[config.mk]
export PLATFORM = sky130hd
export DESIGN_NAME = pwm_speed_selector
export DESIGN_NICKNAME = d
export VERILOG_FILES = /design/src/rtl/pwm_pkg.sv /design/src/rtl/btn_debounce.sv /design/src/rtl/pwm_speed_selector.sv
export SDC_FILE = /design/constraint.sdc
export NUM_CORES = 1
export LEC_CHECK = 0
export CORE_MARGIN = 10
export CORE_UTILIZATION = 40
export DETAILED_ROUTE_END_ITERATION = 8
export GPL_TIMING_DRIVEN = 0
export RECOVER_POWER = 100
export SYNTH_ARGS = -nofsm -noshare
export SYNTH_HDL_FRONTEND = slang
export SYNTH_SLANG_ARGS = --single-unit
[constraint.sdc]
create_clock -name clk -period 2.45 [get_ports clk]
set_clock_uncertainty 0.15 [all_clocks]
set_input_delay 0.3675 -clock clk [delete_from_list [all_inputs] [get_ports clk]]
set_output_delay 0.3675 -clock clk [all_outputs]
set_load 0.01 [all_outputs]
[src/rtl/pwm_pkg.sv]
// Shared types and constants for the PWM speed-control path.
package pwm_pkg;

  localparam int unsigned SPEED_W = 3;
  localparam logic [SPEED_W-1:0] SPEED_MAX = 3'd7;

  typedef logic [SPEED_W-1:0] speed_t;

  typedef enum logic [1:0] {
    IDLE,
    UP,
    DOWN
  } ramp_state_e;

  function automatic speed_t sat_inc(input speed_t v);
    return (v == SPEED_MAX) ? v : v + speed_t'(1);
  endfunction

  function automatic speed_t sat_dec(input speed_t v);
    return (v == '0) ? v : v - speed_t'(1);
  endfunction

endpackage

[src/rtl/btn_debounce.sv]
// Two-flop synchroniser plus counting debouncer for one raw push-button.
module btn_debounce #(
  parameter int unsigned DEBOUNCE_CYCLES = 16
) (
  input  logic clk,
  input  logic rst,
  input  logic raw,
  output logic level,
  output logic press
);

  localparam int unsigned CntW = $clog2(DEBOUNCE_CYCLES);
  localparam logic [CntW-1:0] CntMax = CntW'(DEBOUNCE_CYCLES - 1);

  logic [1:0]      r_sync;
  logic            r_stable;
  logic            r_press;
  logic [CntW-1:0] r_cnt;
  logic            w_diff;

  assign w_diff = r_sync[1] ^ r_stable;

  always_ff @(posedge clk) begin
    if (rst) begin
      r_sync   <= '0;
      r_stable <= 1'b0;
      r_press  <= 1'b0;
      r_cnt    <= '0;
    end else begin
      r_sync  <= {r_sync[0], raw};
      r_press <= 1'b0;
      if (!w_diff) begin
        r_cnt <= '0;
      end else if (r_cnt == CntMax) begin
        // Accept the new level; pulse only on a rising acceptance.
        r_cnt    <= '0;
        r_stable <= ~r_stable;
        r_press  <= ~r_stable;
      end else begin
        r_cnt <= r_cnt + CntW'(1);
      end
    end
  end

  assign level = r_stable;
  assign press = r_press;

endmodule

[src/rtl/pwm_speed_selector.sv]
// Button-driven target speed with a one-level-per-period soft-start ramp toward it.
module pwm_speed_selector
  import pwm_pkg::*;
#(
  parameter int unsigned DEBOUNCE_CYCLES = 16,
  parameter int unsigned RAMP_CYCLES     = 1024
) (
  input  logic   clk,
  input  logic   rst,
  input  logic   btn_up,
  input  logic   btn_down,
  input  logic   btn_stop,
  output logic   enable,
  output speed_t speed,
  output speed_t target,
  output logic   busy
);

  localparam int unsigned TmrW = $clog2(RAMP_CYCLES);
  localparam logic [TmrW-1:0] TmrMax = TmrW'(RAMP_CYCLES - 1);

  logic w_up_press, w_down_press, w_stop_press, w_stop_level;
  logic w_unused_up_level, w_unused_down_level;

  btn_debounce #(.DEBOUNCE_CYCLES(DEBOUNCE_CYCLES)) u_db_up (
    .clk   (clk),
    .rst   (rst),
    .raw   (btn_up),
    .level (w_unused_up_level),
    .press (w_up_press)
  );

  btn_debounce #(.DEBOUNCE_CYCLES(DEBOUNCE_CYCLES)) u_db_down (
    .clk   (clk),
    .rst   (rst),
    .raw   (btn_down),
    .level (w_unused_down_level),
    .press (w_down_press)
  );

  btn_debounce #(.DEBOUNCE_CYCLES(DEBOUNCE_CYCLES)) u_db_stop (
    .clk   (clk),
    .rst   (rst),
    .raw   (btn_stop),
    .level (w_stop_level),
    .press (w_stop_press)
  );

  speed_t          r_speed, r_target, w_speed_d, w_target_d;
  ramp_state_e     r_state, w_state_d, w_dir;
  logic [TmrW-1:0] r_timer, w_timer_d;
  logic            w_dir_up;

  always_comb begin
    w_target_d = r_target;
    if (w_stop_press) begin
      w_target_d = '0;
    end else if (w_stop_level || (w_up_press && w_down_press)) begin
      w_target_d = r_target;
    end else if (w_up_press) begin
      w_target_d = sat_inc(r_target);
    end else if (w_down_press) begin
      w_target_d = sat_dec(r_target);
    end
  end

  assign w_dir_up = (r_target > r_speed);
  assign w_dir    = w_dir_up ? UP : DOWN;

  always_comb begin
    w_state_d = r_state;
    w_timer_d = r_timer;
    w_speed_d = r_speed;
    unique case (r_state)
      IDLE: begin
        w_timer_d = '0;
        if (r_speed != r_target) begin
          w_state_d = w_dir;
          w_timer_d = TmrW'(1);
        end
      end
      UP, DOWN: begin
        if (r_speed == r_target) begin
          w_state_d = IDLE;
          w_timer_d = '0;
        end else begin
          // Direction follows target every cycle; the timer keeps running across reversals.
          w_state_d = w_dir;
          if (r_timer == TmrMax) begin
            w_timer_d = '0;
            w_speed_d = w_dir_up ? r_speed + speed_t'(1) : r_speed - speed_t'(1);
          end else begin
            w_timer_d = r_timer + TmrW'(1);
          end
        end
      end
      default: begin
        w_state_d = IDLE;
        w_timer_d = '0;
      end
    endcase
    if (w_stop_press) begin
      w_state_d = IDLE;
      w_timer_d = '0;
      w_speed_d = '0;
    end
  end

  always_ff @(posedge clk) begin
    if (rst) begin
      r_state  <= IDLE;
      r_timer  <= '0;
      r_speed  <= '0;
      r_target <= '0;
    end else begin
      r_state  <= w_state_d;
      r_timer  <= w_timer_d;
      r_speed  <= w_speed_d;
      r_target <= w_target_d;
    end
  end

  assign speed  = r_speed;
  assign target = r_target;
  assign enable = (r_speed != '0);
  assign busy   = (r_speed != r_target);

endmodule
==> results.md, run 1 <==
* Flops & latches, synth at 42
* Initial Util at 41.8%
* Clock Latency Late Sink at about 300 ps
* Total CTS buffers at 5
* Crit path buffers/inverters at 2
* Hold slack at 289 ps
* Fmax at between 400 and 500 MHz
* Most common cell after layout, fill and taps aside: dfxtp_1
* Diode count at 0
* Total iterations of the first detailed-routing run at 4
* Placed wire-length estimate at 2310 µm
* Min cycle time layout at 2330 ps
* P&R area growth vs syn at 17.9%
* Post-DRT Antenna Nets at 0
* Worst path cell trace: inv_1 > ha_1 > and3_4 > inv_2 > nand2_1 > fa_2 > or3_1 > mux2_2 > nand4_1
* Drt total wl at between 3000 and 4000 µm
* Worst path slowest cell: dfxtp_4
* NetSw at about 0.00026 W
* Fin Setup TNS at 0 ps
* H-tree levels at 2
* Hold buffers post-CTS at 0
* Synth top area share at 45.5%
* Clock Sinks at 42
* First-pass GRT wire length at 5860 µm
* FFs w/ async S/R, synth at 0%
* Result of the run: complete, no violations
* Die height at 87.9 µm
* Net Count, Synth at between 200 and 250
* Share of layout cells above drive strength 1 at between 10% and 20%
* Crit path kind: flop to flop
* Via count at 1384
* Avg Vias per Cell at ~5.1
* Max rail drop VDD at 0.404 mV
* Syn Area/Cell at around 9.4 µm²
* Number of I/O pins at 13
* Sequential area share after synthesis at 45.5%
* CP arrival at 2420 ps
* Leading area contributor after synthesis: dfxtp_1
* Slowest cell delay on critical path at 370 ps
* Number of DRC markers in iteration 0 at between 60 and 70
* Final WS setup at 117 ps
* Rel. slew slack at 61.6%
* Post-synthesis mux area share at 2.24%
* Mapped Area at 1850 µm²
* Worst-Margin Slew at 573 ps
* Post-Synth XOR/XNOR Area at 8.06%
* Drt wl/cell at 12.1 µm
* Final setup fails at 0
* Startpoint types: flop
* Synth cell types at 38
* Root buffer cell: clkbuf_8
* Post-synth EDFFs at 0
* Most frequent cells in the layout: dfxtp_1, nor2_1, nand3_1
* Delay-heaviest family, CP: simple AND/OR/NAND/NOR gates
* Design Power at 0.00119 W
* Worst path required time at 2540 ps
* Die W at 87.9 µm
* Gate power share at 2.4%
* Pleak at 0.831 nW
* Period utilization at 95.2%
* Slew Limit Fails at 0
* Initial antenna violation count at 0
* Post-Synth Simple-Gate Area at 27.2%
* Clk slew on worst S/H paths at 80 ps
* Fillcell total at 413
* TritonCTS clock tree: built
* Maxcap violations at 0
* All-Layer GR Usage at 9.49%
* Largest net degree at the start of global routing at 14
* Number of global-route vias before repair at 1366
* CP Capture Type: flop
* Internal Power at slightly above 0.0009 W
* Main combinational cell family by area after synthesis: simple AND/OR/NAND/NOR gates
* Hold Crit Class: flop to flop
* Adder-Cell Fraction of Synth Area at 8.27%
* FP Rows at 24
* Remaining DRCs at 0
* Pwr per Cell Area at 546 nW/µm²
* Most used DFF post-synth: dfxtp_1
* Crit-path max FO at 5
* Clock Path Buffers at 2
* Sw Ratio at 22.0%
* DIE AREA at 7730 µm²
* Reg power frac at between 50% and 60%
* Fin. Hold Viols at 0
* Synth Area in Compound Gates at 6.10%
* Top cells by area, synth: dfxtp_1, ha_1, xor2_1, nor2_1, nand3_1
* Dpl ws at -70.0 ps
* GPL Wtd Cong at 0.781
* Syn Inst Count at approximately 200
* Port Buffers at 12
* Clock share of power at around 40%
* Post-layout net count at between 200 and 250
* Synth Warn # at 0
* Remaining Overflow, GRT at 0
* Core area at 4410 µm²
## per-layer routing
metal / global-route usage, % / vias up / part of all wire (%)
li1: - / 731 / -
met2: 14.8 / 19 / 46
met5: 0 / - / 0
met3: 3.53 / 8 / 4.9
met1: 10.8 / 626 / 47
met4: 5.80 / 0 / 2.3
## path summary, 6_finish.rpt
path / cells after the start / slack (ps) / startpoint / end
worst max-delay path: 9 / 120 / speed[1] / speed[2]
worst min-delay path: 1 / 290 / u_db_up.r_sync[0] / u_db_up.r_sync[1]
worst max register to register: 9 / 120 / speed[1] / speed[2]
worst min register to register: 1 / 290 / u_db_up.r_sync[0] / u_db_up.r_sync[1]
## power by group through the flow
stage          sequential (W)  combinational [W]  clock [W]
2_1_floorplan        0.000707          0.0000178          0
3_3_place_gp         0.000707          0.0000293          0
3_5_place_dp         0.000707          0.0000296          0
4_1_cts              0.000691          0.0000297   0.000495
5_1_grt              0.000690          0.0000317   0.000523
6_report             0.000689          0.0000283   0.000471
## flip-flops by register name, indices dropped and copies added (netlist names)
signal            flops
r_state               2
r_timer              10
speed                 3
target                3
u_db_down.level       1
u_db_down.press       1
u_db_down.r_cnt       4
u_db_down.r_sync      2
u_db_stop.level       1
u_db_stop.press       1
u_db_stop.r_cnt       4
u_db_stop.r_sync      2
u_db_up.level         1
u_db_up.press         1
u_db_up.r_cnt         4
u_db_up.r_sync        2
## worst reg2reg max path: stages (launching register included)
cell and delay, ps:
dfxtp_4 370, inv_1 40, ha_1 300, and3_4 210, inv_2 70, nand2_1 80, fa_2 370, or3_1 340
mux2_2 260, nand4_1 80
## metrics by stage
stage / area (µm²) / std cells / util [%]
6_report: 2180 / 271 / 49.3
5_1_grt: 2180 / 271 / 49.3
4_1_cts: 2130 / 268 / 48.3
3_5_place_dp: 2030 / 260 / 46.1
3_3_place_gp: 2030 / 260 / 46.1
2_1_floorplan: 1850 / 196 / -
## cells in the mapped netlist (3+ instances only)
cell      count
and4_1        3
inv_1         6
nand4_1       4
xor2_1       10
xnor2_1       7
nand3_1      14
o211ai_1      3
nor2_1       23
dfxtp_1      42
nor2b_1       8
o21ai_0       3
ha_1          9
nor3_1        5
mux2i_1       3
clkbuf_1      3
nor4b_1       3
and3_1        6
or3_1         6
nand2_1      12
a21oi_1       5
## cell type report
| type | count | area (µm²) | area share, % |
|---|---|---|---|
| repair buffers | 15 | 141 | 6.49 |
| flip-flops and latches | 42 | 852 | 39.1 |
| plain buffers | 4 | 22.5 | 1.03 |
| inverters | 7 | 26.3 | 1.21 |
| clock inverters | 2 | 12.5 | 0.575 |
| clock buffers | 6 | 82.6 | 3.79 |
| well taps | 52 | 65.1 | 2.99 |
| multi-input cells | 143 | 975 | 44.8 |
## what timing repair did
action,4_1_cts,5_1_grt
setup buffers,0,3
gates cloned,0,0
hold endpoints to repair,0,0
pin swaps,0,2
setup endpoints to repair,2,1
gates resized for setup,3,8
## cell families (layout without fill, tap and decap cells)
family,count (synthesis),after routing
xor+xnor,17,17
flops,42,42
mux,4,4
simple gates,93,93
compound gates,18,18
buf+inv,11,34
fa+ha+maj,11,11
No activity file was read; power rests on OpenSTA's default activity.
==> run 2: changes to the inputs <==
PLACE_DENSITY = 0.63   (was unset)
==> results.md, run 2 (same netlist as run 1, synthesis figures left out) <==
* Result of the run: complete, no violations (unchanged)
* Hold Crit Class: flop to flop (unchanged)
* Most common cell after layout, fill and taps aside: dfxtp_1 (unchanged)
* Via count at 1382 (was 1384)
* Pleak at 0.837 nW (was 0.831 nW)
* H-tree levels at 2 (unchanged)
* Total CTS buffers at 5 (unchanged)
* Placed cell count at 260 (unchanged)
* Diode count at 0 (unchanged)
* Start of the worst register-to-register path: speed[2] (was speed[1])
* Hold Path End: u_db_down.r_sync[1] (was u_db_up.r_sync[1])
* Placed wire-length estimate at 2260 µm (was 2310 µm)
* Maxcap violations at 0 (unchanged)
* Crit path kind: flop to flop (unchanged)
* Rel. slew slack at 60.9% (was 61.6%)
* TritonCTS clock tree: built (unchanged)
* Max rail drop VDD at 0.454 mV (was 0.404 mV)
* Fmax at 425 MHz (was 429 MHz)
* Final design utilization at 48.9% (was 49.3%)
* Drt total wl at 3160 µm (was 3280 µm)
* CP arrival at 2430 ps (was 2420 ps)
* Slew Limit Fails at 0 (unchanged)
* GPL Wtd Cong at 0.802 (was 0.781)
* Share of layout cells above drive strength 1 at 8.26% (was 11.0%)
* Number of I/O pins at 13 (unchanged)
* Clock Path Buffers at 2 (unchanged)
* R2R setup slack at 90 ps (was 120 ps)
* Period utilization at 96.1% (was 95.2%)
* Root buffer cell: clkbuf_8 (unchanged)
* FP Rows at 24 (unchanged)
* Clock Latency Late Sink at 290 ps (was 300 ps)
* Drt wl/cell at 11.7 µm (was 12.1 µm)
* Port Buffers at 12 (unchanged)
* Avg Vias per Cell at 5.12 (was 5.11)
* Remaining Overflow, GRT at 0 (unchanged)
* Fin. Hold Viols at 0 (unchanged)
* Final setup fails at 0 (unchanged)
* Reg2reg end: speed[2] (unchanged)
* Clock Sinks at 42 (unchanged)
* Worst hold stages at 1 (unchanged)
* DIE AREA at 7730 µm² (unchanged)
* Hold path start: u_db_down.r_sync[0] (was u_db_up.r_sync[0])
* Hold buffers post-CTS at 0 (unchanged)
* Total iterations of the first detailed-routing run at 4 (unchanged)
* Worst-Margin Slew at 584 ps (was 573 ps)
* Post-layout net count at 233 (was 234)
* Crit-path max FO at 6 (was 5)
* Fillcell total at 422 (was 413)
* Die height at 87.9 µm (unchanged)
* Clk slew on worst S/H paths at 80 ps (about the same)
* Number of DRC markers in iteration 0 at 43 (was 61)
* Min cycle time layout at 2360 ps (was 2330 ps)
* Pwr per Cell Area at 580 nW/µm² (was 546 nW/µm²)
* Die W at 87.9 µm (unchanged)
* Worst path required time at 2530 ps (was 2540 ps)
* Initial antenna violation count at 0 (unchanged)
* First-pass GRT wire length at 5590 µm (was 5860 µm)
* Design Power at 0.00125 W (was 0.00119 W)
* Final std cells w/o fill at 270 (was 271)
* RSZ-0062 raised after global routing: false
* CP Capture Type: flop (unchanged)
* Number of global-route vias before repair at 1370 (was 1366)
* Max FFs per register at 10 (unchanged)
* Remaining DRCs at 0 (unchanged)
* P&R area growth vs syn at 16.8% (was 17.9%)
* Most frequent cells in the layout: dfxtp_1, nor2_1, nand3_1 (unchanged)
* Top reg by flops: r_timer (unchanged)
* All-Layer GR Usage at 8.79% (was 9.49%)
* Core area at 4410 µm² (unchanged)
* Initial Util at 41.8% (unchanged)
* Worst-case reg-to-reg path depth at 9 (unchanged)
* Post-DRT Antenna Nets at 0 (unchanged)
* Largest net degree at the start of global routing at 13 (was 14)
* Startpoint types: flop (unchanged)
## run 2: changes by cell type in the layout (fill, tap and decap cells not counted), sizes merged
cell,delta
bufinv,+1
clkinv,-1
dlygate4sd3,+4
clkdlybuf4s50,-4
clkbuf,+2
buf,-2
clkinvlp,-1
## run 2: metrics by stage
step	setup WS (ps)	setup TNS, ps	cell area, µm²	hold WS, ps
5_1_grt	5.39	0	2160	316
2_1_floorplan	10.9	0	1850	264
4_1_cts	5.77	0	2140	295
3_3_place_gp	-39.3	-39.3	2030	267
6_report	94.6	0	2160	293
3_5_place_dp	-32.2	-32.2	2030	276
## run 2: worst max-delay path by stage
stage | slack [ps] | cells after the start | to | startpoint
after CTS | 6 | 9 | speed[2] | speed[2]
after detailed placement | -30 | 9 | speed[2] | target[0]
after global placement | -40 | 9 | speed[2] | target[0]
after global routing | 5 | 9 | speed[2] | speed[2]
after floorplan | 10 | 9 | speed[2] | target[0]
final | 90 | 9 | speed[2] | speed[2]
## run 2: layer usage
layer  global-route usage [%]  vias to the layer above  routed length [µm]
met2                     14.8                       19                1450
met4                     3.77                        0                  38
met1                     9.85                      631                1510
met5                        0                        -                   0
li1                         -                      728                   -
met3                     2.97                        4                 162
## run 2: worst max-delay path, cell delays in order (launching register included)
cell and delay, ps:
dfxtp_4 380, inv_1 60, ha_1 330, and3_4 180, inv_2 70, nand2_1 70, fa_2 360, or3_1 340
mux2_2 270, nand4_1 80
## run 2: final cells by class
| type | count | area [µm²] | area share (%) |
|---|---|---|---|
| Multi-Input combinational cell | 143 | 962 | 44.6 |
| Sequential cell | 42 | 848 | 39.3 |
| Timing Repair Buffer | 14 | 134 | 6.21 |
| Clock buffer | 7 | 76.3 | 3.54 |
| Tap cell | 52 | 65.1 | 3.02 |
| Clock inverter | 1 | 30.0 | 1.39 |
| Inverter | 7 | 26.3 | 1.22 |
| Buffer | 4 | 15.0 | 0.696 |
## run 2: report_power, final
| part | switching (W) | internal, W |
|---|---|---|
| Clock | 0.000229 | 0.000305 |
| Combinational | 0.0000141 | 0.0000126 |
| Sequential | 0.00000316 | 0.000687 |
## run 2: what timing repair did
item	CTS	global route
buffers inserted	0	2
endpoints found under the setup margin	2	1
endpoints found under the hold margin	0	0
resized for setup	3	5
pin swaps	0	1
